### src/rtl/pipe_control_if.sv
// Hazard/sequencing bus between the pipeline datapath and pipe_control.
// The master side is the pipeline; the slave side is the controller.
interface pipe_control_if;
    logic [4:0] SrcAID;
    logic       UsaAID;
    logic [4:0] SrcBID;
    logic       UsaBID;
    logic       EsVecID;
    logic       EsLoadDE;
    logic       WriteRegDE;
    logic [4:0] DirWriteDE;
    logic       SaltoEX;
    logic       StallExt;

    logic       StallPC;
    logic       StallFD;
    logic       StallDE;
    logic       FlushFD;
    logic       BurbujaDE;
    logic [4:0] VecIdx;
    logic [2:0] VecLanes;
    logic       VecValido;
    logic       VecUltimo;
    logic       Ocupado;

    modport master (
        output SrcAID, UsaAID, SrcBID, UsaBID, EsVecID,
               EsLoadDE, WriteRegDE, DirWriteDE, SaltoEX, StallExt,
        input  StallPC, StallFD, StallDE, FlushFD, BurbujaDE,
               VecIdx, VecLanes, VecValido, VecUltimo, Ocupado
    );

    modport slave (
        input  SrcAID, UsaAID, SrcBID, UsaBID, EsVecID,
               EsLoadDE, WriteRegDE, DirWriteDE, SaltoEX, StallExt,
        output StallPC, StallFD, StallDE, FlushFD, BurbujaDE,
               VecIdx, VecLanes, VecValido, VecUltimo, Ocupado
    );
endinterface

### src/rtl/pipe_control.sv
// Hazard and sequencing controller for the five-stage pipeline: load-use
// interlocks, branch flushes, external stalls and vector lane-group issue.
module pipe_control #(
    parameter int unsigned VEC_LEN = 25,
    parameter int unsigned LANES   = 5
) (
    input  logic           clk,
    input  logic           rst_n,
    pipe_control_if.slave  bus
);

    localparam int unsigned G     = (VEC_LEN + LANES - 1) / LANES;
    localparam int unsigned CNT_W = (G > 1) ? $clog2(G) : 1;
    localparam logic [CNT_W-1:0] LAST = CNT_W'(G - 1);

    typedef enum logic {RUN, VEC} state_t;

    state_t           state_q, state_d;
    logic [CNT_W-1:0] cnt_q, cnt_d;

    logic        hazard_c;
    logic [31:0] idx_full;
    logic [31:0] rem;
    logic [4:0]  vec_idx;
    logic [2:0]  vec_lanes;

    logic stall_pc, stall_fd, stall_de, flush_fd, burbuja_de;
    logic vec_valido, vec_ultimo, ocupado;

    assign hazard_c = bus.EsLoadDE & bus.WriteRegDE & (bus.DirWriteDE != 5'd0) &
                      ((bus.UsaAID & (bus.SrcAID == bus.DirWriteDE)) |
                       (bus.UsaBID & (bus.SrcBID == bus.DirWriteDE)));

    // Group geometry; the final group may be partial when LANES does not divide VEC_LEN.
    assign idx_full  = 32'(cnt_q) * LANES;
    assign rem       = VEC_LEN - idx_full;
    assign vec_idx   = 5'(idx_full);
    assign vec_lanes = (rem < LANES) ? 3'(rem) : 3'(LANES);

    always_ff @(posedge clk or negedge rst_n) begin
        if (!rst_n) begin
            state_q <= RUN;
            cnt_q   <= '0;
        end else begin
            state_q <= state_d;
            cnt_q   <= cnt_d;
        end
    end

    always_comb begin
        state_d    = state_q;
        cnt_d      = cnt_q;
        stall_pc   = 1'b0;
        stall_fd   = 1'b0;
        stall_de   = 1'b0;
        flush_fd   = 1'b0;
        burbuja_de = 1'b0;
        vec_valido = 1'b0;
        vec_ultimo = 1'b0;
        ocupado    = (state_q == VEC);

        if (bus.StallExt) begin
            // EX is frozen, so branch and interlock decisions wait for release.
            stall_pc = 1'b1;
            stall_fd = 1'b1;
            stall_de = 1'b1;
            if (state_q == VEC) begin
                vec_valido = 1'b1;
                vec_ultimo = (cnt_q == LAST);
            end
        end else if (bus.SaltoEX) begin
            flush_fd   = 1'b1;
            burbuja_de = 1'b1;
            state_d    = RUN;
            cnt_d      = '0;
        end else if (state_q == RUN) begin
            if (hazard_c) begin
                stall_pc   = 1'b1;
                stall_fd   = 1'b1;
                burbuja_de = 1'b1;
            end else if (bus.EsVecID) begin
                vec_valido = 1'b1;
                if (G > 1) begin
                    stall_pc = 1'b1;
                    stall_fd = 1'b1;
                    state_d  = VEC;
                    cnt_d    = CNT_W'(1);
                end else begin
                    vec_ultimo = 1'b1;
                end
            end
        end else begin
            vec_valido = 1'b1;
            if (cnt_q == LAST) begin
                vec_ultimo = 1'b1;
                state_d    = RUN;
                cnt_d      = '0;
            end else begin
                stall_pc = 1'b1;
                stall_fd = 1'b1;
                cnt_d    = cnt_q + CNT_W'(1);
            end
        end
    end

    // Reset forces every output low immediately, independent of the clock.
    assign bus.StallPC   = rst_n & stall_pc;
    assign bus.StallFD   = rst_n & stall_fd;
    assign bus.StallDE   = rst_n & stall_de;
    assign bus.FlushFD   = rst_n & flush_fd;
    assign bus.BurbujaDE = rst_n & burbuja_de;
    assign bus.VecValido = rst_n & vec_valido;
    assign bus.VecUltimo = rst_n & vec_ultimo;
    assign bus.Ocupado   = rst_n & ocupado;
    assign bus.VecIdx    = rst_n ? vec_idx   : 5'd0;
    assign bus.VecLanes  = rst_n ? vec_lanes : 3'd0;

endmodule

### src/flat_wrapper.sv
// flat-port wrapper written by rule: the top's interface ports become plain ports
module pipe_control_flat 
#(
    parameter int unsigned VEC_LEN = 25,
    parameter int unsigned LANES   = 5
)
  (clk, rst_n, bus_SrcAID, bus_UsaAID, bus_SrcBID, bus_UsaBID, bus_EsVecID, bus_EsLoadDE, bus_WriteRegDE, bus_DirWriteDE, bus_SaltoEX, bus_StallExt, bus_StallPC, bus_StallFD, bus_StallDE, bus_FlushFD, bus_BurbujaDE, bus_VecIdx, bus_VecLanes, bus_VecValido, bus_VecUltimo, bus_Ocupado);
  pipe_control_if bus_i ();
  input  logic clk;
  input  logic rst_n;
  input wire logic [$bits(bus_i.SrcAID)-1:0] bus_SrcAID;
  input wire logic [$bits(bus_i.UsaAID)-1:0] bus_UsaAID;
  input wire logic [$bits(bus_i.SrcBID)-1:0] bus_SrcBID;
  input wire logic [$bits(bus_i.UsaBID)-1:0] bus_UsaBID;
  input wire logic [$bits(bus_i.EsVecID)-1:0] bus_EsVecID;
  input wire logic [$bits(bus_i.EsLoadDE)-1:0] bus_EsLoadDE;
  input wire logic [$bits(bus_i.WriteRegDE)-1:0] bus_WriteRegDE;
  input wire logic [$bits(bus_i.DirWriteDE)-1:0] bus_DirWriteDE;
  input wire logic [$bits(bus_i.SaltoEX)-1:0] bus_SaltoEX;
  input wire logic [$bits(bus_i.StallExt)-1:0] bus_StallExt;
  output wire logic [$bits(bus_i.StallPC)-1:0] bus_StallPC;
  output wire logic [$bits(bus_i.StallFD)-1:0] bus_StallFD;
  output wire logic [$bits(bus_i.StallDE)-1:0] bus_StallDE;
  output wire logic [$bits(bus_i.FlushFD)-1:0] bus_FlushFD;
  output wire logic [$bits(bus_i.BurbujaDE)-1:0] bus_BurbujaDE;
  output wire logic [$bits(bus_i.VecIdx)-1:0] bus_VecIdx;
  output wire logic [$bits(bus_i.VecLanes)-1:0] bus_VecLanes;
  output wire logic [$bits(bus_i.VecValido)-1:0] bus_VecValido;
  output wire logic [$bits(bus_i.VecUltimo)-1:0] bus_VecUltimo;
  output wire logic [$bits(bus_i.Ocupado)-1:0] bus_Ocupado;
  assign bus_i.SrcAID = bus_SrcAID;
  assign bus_i.UsaAID = bus_UsaAID;
  assign bus_i.SrcBID = bus_SrcBID;
  assign bus_i.UsaBID = bus_UsaBID;
  assign bus_i.EsVecID = bus_EsVecID;
  assign bus_i.EsLoadDE = bus_EsLoadDE;
  assign bus_i.WriteRegDE = bus_WriteRegDE;
  assign bus_i.DirWriteDE = bus_DirWriteDE;
  assign bus_i.SaltoEX = bus_SaltoEX;
  assign bus_i.StallExt = bus_StallExt;
  assign bus_StallPC = bus_i.StallPC;
  assign bus_StallFD = bus_i.StallFD;
  assign bus_StallDE = bus_i.StallDE;
  assign bus_FlushFD = bus_i.FlushFD;
  assign bus_BurbujaDE = bus_i.BurbujaDE;
  assign bus_VecIdx = bus_i.VecIdx;
  assign bus_VecLanes = bus_i.VecLanes;
  assign bus_VecValido = bus_i.VecValido;
  assign bus_VecUltimo = bus_i.VecUltimo;
  assign bus_Ocupado = bus_i.Ocupado;
  pipe_control #(.VEC_LEN(VEC_LEN), .LANES(LANES)) u_core (.clk(clk), .rst_n(rst_n), .bus(bus_i));
endmodule
### config.mk
export PLATFORM = sky130hd
export DESIGN_NAME = pipe_control_flat
export DESIGN_NICKNAME = d
export VERILOG_FILES = /design/src/rtl/pipe_control_if.sv /design/src/rtl/pipe_control.sv /design/src/flat_wrapper.sv
export SDC_FILE = /design/constraint.sdc
export NUM_CORES = 1
export LEC_CHECK = 0
export CORE_MARGIN = 2
export CORE_UTILIZATION = 34
export DETAILED_ROUTE_END_ITERATION = 7
export MAX_ROUTING_LAYER = met4
export PLACE_DENSITY_LB_ADDON = 0.1
export REMOVE_ABC_BUFFERS = 1
export SKIP_LAST_GASP = 1
export SLEW_MARGIN = 0
export SYNTH_ARGS = -nofsm -noshare
export SYNTH_HDL_FRONTEND = slang
export SYNTH_SLANG_ARGS = --single-unit
export TNS_END_PERCENT = 50
### constraint.sdc
create_clock -name clk -period 2.08 [get_ports clk]
set_input_delay 0.416 -clock clk [delete_from_list [all_inputs] [get_ports clk]]
set_output_delay 0.416 -clock clk [all_outputs]
set_load 0.02 [all_outputs]
# Word level (Yosys, flattened, before mapping)
# Index checks and enable logic that the tools add are counted.
# op_classes
n_addsub	2
n_mul	1
magnitude_cmp	1
eq_ne	4
mux	33
bitwise	14
n_reduce_logical	3
# op_table
cell	count
32-bit by 3-bit less-than comparator with 1-bit output (second input constant)	1
1-bit two-way mux	25
3-bit two-way mux	7
1-bit bitwise AND	12
5-bit == test	2
5-bit by 6-bit subtractor with 7-bit output (first input constant)	1
3-bit by 3-bit multiplier with 6-bit output (second input constant)	1
5-bit two-way mux	1
5-bit nonzero test	1
3-bit by 1-bit adder with 3-bit output (second input constant)	1
3-bit == test (second input constant)	1
3-bit by 2-bit != test with 1-bit output (second input constant)	1
3-bit AND reduction	1
3-bit nonzero test	1
1-bit NOT	1
1-bit bitwise OR	1
# totals
ff_bits	4
input_bits	24
output_inout_bits	16
wordCells	60

# Longest topological paths before layout
# Gate-level depths: netlist (run 1).
# logic_depth
depth_word	9
ltp_mapped	8
depth_no_buf	8

# Worst setup path after synthesis (run 1)
# No wires, ideal clock.
# synth_path
path_type	register to output
from	register u_core.cnt_q[2]
to	output port bus_VecLanes[1]
arrival_ns	1.989
t_required_ns	1.664
path_slack_ns	-0.325
stages_incl_launch_ff	8
n_path_buf	0
cell_sequence	dfrtp_1 -> ha_1 -> ha_1 -> ha_1 -> nand2b_1 -> o21ai_0 -> nand3_1 -> nor3_1
# synth_via
elab_chain_cells	5
# synth_lines
element	line_no	text
start, declared	pipe_control.sv:19	logic [CNT_W-1:0] cnt_q, cnt_d;
start signal, assigned	pipe_control.sv:46	cnt_q <= cnt_d;
3-bit by 3-bit multiplier with 6-bit output	pipe_control.sv:35	assign idx_full = 32'(cnt_q) * LANES;
5-bit by 6-bit subtractor with 7-bit output	pipe_control.sv:36	assign rem = VEC_LEN - idx_full;
32-bit by 3-bit less-than comparator with 1-bit output	pipe_control.sv:38	assign vec_lanes = (rem < LANES) ? 3'(rem) : 3'(LANES);
3-bit two-way mux	pipe_control.sv:38	
3-bit two-way mux	pipe_control.sv:116	assign bus.VecLanes = rst_n ? vec_lanes : 3'd0;
end, declared	flat_wrapper.sv:27	output wire logic [$bits(bus_i.VecLanes)-1:0] bus_VecLanes;
# Every way passes these cells.

# Final worst setup path (run 1)
# layout_path
from	register u_core.cnt_q[0]
to	output port bus_VecLanes[2]
# layout_via
elab_chain_cells	5
# layout_lines
element	line_no
3-bit by 3-bit multiplier with 6-bit output (*)	pipe_control.sv:35
5-bit by 6-bit subtractor with 7-bit output (*)	pipe_control.sv:36
32-bit by 3-bit less-than comparator with 1-bit output	pipe_control.sv:38
3-bit two-way mux (*)	pipe_control.sv:38
3-bit two-way mux (*)	pipe_control.sv:116
# Mark *: on every way between the ends. The rest lies on a longest branch, timed or not.

==> results of run 1 <==
==> area by class of cell <==
cell class / instances / area (um2) / area share, %
Tap cell: 27 / 33.8 / 2.32
Inverter: 8 / 30.0 / 2.06
Sequential cell: 4 / 100 / 6.88
Timing Repair Buffer: 72 / 631 / 43.3
Multi-Input combinational cell: 77 / 638 / 43.9
Clock buffer: 3 / 22.5 / 1.55
==> worst max path at each step <==
stage,cells after the start,to,slack [ns],startpoint
2_1_floorplan,7,bus_VecLanes[1],-0.33,u_core.cnt_q[2]
3_3_place_gp,6,bus_VecValido,-0.94,bus_DirWriteDE[1]
3_5_place_dp,6,bus_VecValido,-0.95,bus_DirWriteDE[1]
4_1_cts,9,bus_VecLanes[2],-0.37,u_core.cnt_q[2]
5_1_grt,9,bus_VecLanes[2],-0.44,u_core.cnt_q[0]
6_report,9,bus_VecLanes[2],-0.35,u_core.cnt_q[0]
==> worst max-delay path: stages, from the launching register on <==
cell and delay [ns]:
dfrtp_1 0.39, ha_2 0.20, ha_4 0.17, ha_4 0.27
nand2_2 0.05, nor2_2 0.10, xnor2_1 0.12, nand3_1 0.14
o21a_1 0.21, buf_6 0.13
==> metrics by stage <==
step	TNS, ns	utilization [%]	setup slack, ns	power, mW
after detailed placement	-7.94	67.7	-0.952	0.466
after global placement	-7.77	67.7	-0.936	0.457
after floorplan	-0.640	-	-0.325	0.262
after global routing	-2.47	74.2	-0.438	0.641
final	-1.94	74.2	-0.348	0.602
after CTS	-3.39	72.1	-0.366	0.578
==> timing repair <==
action                     CTS  global route
pin swaps                   24             7
buffers inserted             4             0
hold buffers                 0             0
setup endpoints to repair   16            17
gates resized for setup     76            17
==> flip-flops by register name, indices dropped and copies added (netlist names) <==
signal / count
u_core.cnt_q: 3
u_core.ocupado: 1
==> cells in the mapped netlist (all sizes together) <==
cell type,instances
xnor2,11
nor2,10
ha,8
inv,8
a21oi,6
nand2,6
and2,5
dfrtp,4
o21ai,4
clkbuf,3
nand4,3
nor3,3
o21a,3
nand2b,2
nand3,2
or3,2
a311o,1
a31o,1
and4b,1
buf,1
fa,1
o211ai,1
o21ba,1
o221a,1
o22a,1
o22ai,1
o311a,1
o41ai,1
or2,1
==> routing by layer <==
layer,vias to the layer above,track usage (%),routed length [um],share of wire [%]
li1,469,-,-,-
met1,449,21.2,912,36
met2,35,42.7,1460,58
met3,6,2.12,120,4.8
met4,0,6.94,33,1.3
met5,-,-,0,0
==> logic make-up (layout without fill, tap and decap cells) <==
family | Yosys count | after routing | synth area share, %
AND/OR/NAND/NOR | 35 | 35 | 25.4
AO/OA/AOI/OAI | 22 | 22 | 22.9
buffers and inverters | 12 | 83 | 6.92
XOR/XNOR | 11 | 11 | 13.7
adder cells (fa/ha/maj) | 9 | 9 | 17.0
flip-flops | 4 | 4 | 14.2
==> power by group through the flow <==
stage	clock, mW	sequential (mW)	combinational [mW]
3_5_place_dp	0	0.0993	0.367
3_3_place_gp	0	0.0988	0.358
6_report	0.102	0.0998	0.401
4_1_cts	0.0981	0.0998	0.380
2_1_floorplan	0	0.105	0.157
5_1_grt	0.103	0.101	0.437
==> results.cfg, run 1 <==
[final_layout]
final_nets = 199
layout_common_cells = buf_4 (32), xnor2_1 (11), dlygate4sd2_1 (11), clkdlybuf4s50_1 (11), nor2_1 (9)
final_common_cell = buf_4
area_delta_synth_final_pct = 106
fill_cells = 160
stdcell_area_um2 = 1460
drive_gt1_share_pct = 39.0
diodes = 0
final_cell_count_no_fill = 191

[pwr]
p_per_area_nw_per_um2 = 414
cellLeakagePower_nw = 0.724
p_clk_share_pct = 16.9
max-vdd-ir-drop_uv = 316
switching_share_pct = 38.7
p_int_uw = 369
power.share.combinational_pct = 66.6
seqPwrFrac_pct = 16.6
power_switching_uw = 233

[setup_path]
r2r_cells = 9
worstSetupPathType = flip-flop to output port
r2r_start = u_core.cnt_q[1]
worstPathRequired_ns = 1.66
critPathMaxFanout = 4
arrival_ns = 2.01
start_kind = flip-flop
cp-end-kind = output port
ff2ff_setup_slack_ns = 0.19
reg2reg_to = u_core.cnt_q[2]

[synth]
synth_warnings = 0
netlist_area_um2 = 706
synthTopCellsByArea = dfrtp_1 (14%), ha_1 (14%), xnor2_1 (14%), nor2_1 (5.3%), a21oi_1 (4.3%)
yosysSeqAreaShare_pct = 14.2
yosysTopAreaCellShare_pct = 14.2
post-synth-top-area-cell = dfrtp_1
yosysUniqueCellTypes = 30
netlist_instances = 93
syn_area_per_cell_um2 = 7.59
ys_seq_elements = 4

[run_status]
status = finished, violations left
violations = negative setup slack

[floorplanning]
die_x_um = 49.6
die_y_um = 49.6
io_pins = 40
die_area_um2 = 2460
rows = 16
coreArea_um2 = 1960
start_util_pct = 36.0

[grt]
grt_overflow = 0
grt_pass1_wl_um = 4020
antenna_found_initial = 0
grt_max_degree = 9
grt_pass1_vias = 958
track_usage_pct = 21.4

[sta]
holdWs_ns = 0.170
rsz0062_at_grt = true
finClkSkew_ns = 0.00712
setup_viol = 9
timing.final.ws_setup_ns = -0.348
slew_headroom_pct = 76.4
finalHoldViolations = 0
report.final.slew_viol_count = 0
layout_worst_path_cycle_share_pct = 117
worst_slew_pin_slew_ns = 0.351
max_freq_mhz = 412
period_needed_ns = 2.43

[drt]
first_pass_iters = 4
wirelength_um = 2530
drt_iter0_drc = 18
drc = 0
viasPerCell = 5.02
detail-route-antenna-nets = 0
drt-wirelength-per-cell_um = 13.2
vias = 959

[placement]
gp_congestion = 0.854
dp_cells = 184
dp_hpwl_um = 1950
dpl_cell_area_um2 = 1330
numPortBuffers = 39

[hold_path]
hp-class = input port to async pin

[run]
maxCapViolations = 0

[cts]
clk_transition_reported_paths_ns = 0.04
clock-sinks = 4
cts_tree = built
cts_buffers = 3
htree_levels = 1
max-clock-path-buffers = 2
cts_root_buf = clkbuf_4
clk_latency_ns = 0.24
Power figures use the tool's default switching activity.
==> run 2: changes to the inputs <==
- REMOVE_ABC_BUFFERS: 1 -> default
==> run 2 against run 1 <==
  * The flow still finishes with violations (negative setup slack)
  * Clock power grew 8%
  * Die area is the same
  * Count of clock-buffer cells in the layout grew 1
  * Cell count shrank 1.0%
  * Routed wire length shrank 5.9%
  * Utilization grew 0.19 points
  * Maximum frequency shrank 0.79%
  * Combinational power grew 1%
  * Global-route usage shrank 0.23 points
  * Clock skew grew 0.0064 ns
  * Largest cell class unchanged
==> results.cfg, run 2 (synthesis gave the netlist of run 1 again) <==
[sta]
report.final.slew_viol_count = 0
slew_headroom_pct = 72.0
holdWs_ns = 0.554
max_freq_mhz = 409
setup_viol = 10
rsz0062_at_grt = true
finalHoldViolations = 0
finClkSkew_ns = 0.0136
layout_worst_path_cycle_share_pct = 118
period_needed_ns = 2.45
worst_slew_pin_slew_ns = 0.415
timing.final.ws_setup_ns = -0.367
fin_tns_setup_ns = -2.16

[floorplanning]
die_x_um = 49.6
die_area_um2 = 2460
rows = 16
start_util_pct = 36.0
die_y_um = 49.6
coreArea_um2 = 1960
io_pins = 40

[hold_path]
hp-class = input port to async pin

[pwr]
switching_share_pct = 39.1
max-vdd-ir-drop_uv = 381
p_per_area_nw_per_um2 = 425
seqPwrFrac_pct = 16.4
power_switching_uw = 242
p_clk_share_pct = 17.8
p_int_uw = 377
power.share.combinational_pct = 65.8
cellLeakagePower_nw = 0.706

[cts]
clk_transition_reported_paths_ns = 0.05
cts_hold_buf = 0
clk_latency_ns = 0.25
cts_buffers = 3
max-clock-path-buffers = 2
cts_root_buf = clkbuf_4
htree_levels = 1
clock-sinks = 4
cts_tree = built

[setup_path]
cp-end-kind = output port
critPathMaxFanout = 4
crit_chain = ha_4 -> ha_4 -> ha_4 -> nand2_4 -> nor2_4 -> xnor2_2 -> nand3_2 -> o21a_2 -> buf_6
worstPathRequired_ns = 1.66
r2r_start = u_core.cnt_q[0]
max_stage_delay_ns = 0.42
path_buf_inv = 1
crit_path_top_delay_cell = dfrtp_2
arrival_ns = 2.03
critical_path.top_delay_family = adder cells
start_kind = flip-flop
startpoint = u_core.cnt_q[2]
worstSetupPathType = flip-flop to output port
crit_top_cell = ha_4

[drt]
viasPerCell = 4.89
drt-wirelength-per-cell_um = 12.6
detail-route-antenna-nets = 0
drc = 0
drt_iter0_drc = 5
wirelength_um = 2380
vias = 924
first_pass_iters = 4

[grt]
antenna_found_initial = 0
track_usage_pct = 21.1
grt_overflow = 0
grt_pass1_vias = 934
grt_max_degree = 9
grt_pass1_wl_um = 3930

[synth]
synth_nets = 126

[final_layout]
layout_common_cells = buf_4 (31), clkdlybuf4s50_1 (13), xnor2_1 (10), dlygate4sd2_1 (10), nor2_1 (9)
register_area_um2 = 101
final_nets = 196
area_delta_synth_final_pct = 107
top_register = u_core.cnt_q
drive_gt1_share_pct = 42.6
fill_cells = 158
final_common_cell = buf_4
multi_input_area_um2 = 683
largest_register_ffs = 3
diodes = 0

[run_status]
status = finished, violations left
violations = negative setup slack

[run]
maxCapViolations = 0

[placement]
numPortBuffers = 39
dp_hpwl_um = 2030
gp_congestion = 0.819
## run 2: final timing paths
kind	endpoint	slack (ns)	depth (start not counted)
max reg2reg	u_core.cnt_q[2]	0.13	10
min in group clk	u_core.ocupado	0.74	2
max in group asynchronous	u_core.cnt_q[1]	1.38	2
max	bus_VecLanes[0]	-0.37	9
min	u_core.ocupado	0.55	2
min reg2reg	u_core.ocupado	0.74	2
## run 2: layout make-up
| class | instances | area share (%) |
|---|---|---|
| clock buffers | 4 | 1.80 |
| inverters | 8 | 2.06 |
| multi-input cells | 77 | 46.8 |
| flip-flops and latches | 4 | 6.95 |
| well taps | 27 | 2.32 |
| repair buffers | 69 | 40.1 |
## run 2: power groups by stage
stage	Clock (mW)	Combinational (mW)	Sequential [mW]
detailed placement	0	0.393	0.103
CTS	0.112	0.405	0.102
global route	0.121	0.445	0.103
finish	0.110	0.407	0.102
global placement	0	0.381	0.102
floorplan	0	0.183	0.104
## run 2: stage by stage
stage          instance area (um2)  util, %  instances  power, mW  setup slack (ns)
2_1_floorplan                  778        -         93      0.288           -0.0970
3_3_place_gp                  1400     71.4        184      0.483            -0.950
3_5_place_dp                  1400     71.4        184      0.496             -1.03
4_1_cts                       1440     73.5        189      0.620            -0.384
5_1_grt                       1460     74.4        189      0.669            -0.442
6_report                      1460     74.4        189      0.620            -0.367
## run 2: what timing repair did
| action | in CTS | in global routing |
|---|---|---|
| pin swaps | 18 | 4 |
| resized for setup | 74 | 14 |
| setup buffers | 1 | 0 |
| setup endpoints to repair | 16 | 17 |
## run 2: per-layer routing
metal | routed length (um) | vias up | global-route usage (%)
met5 | 0 | - | -
met4 | 17 | 0 | 6.48
met3 | 98 | 2 | 3.64
met2 | 1330 | 26 | 41.6
met1 | 928 | 436 | 20.7
li1 | - | 460 | -
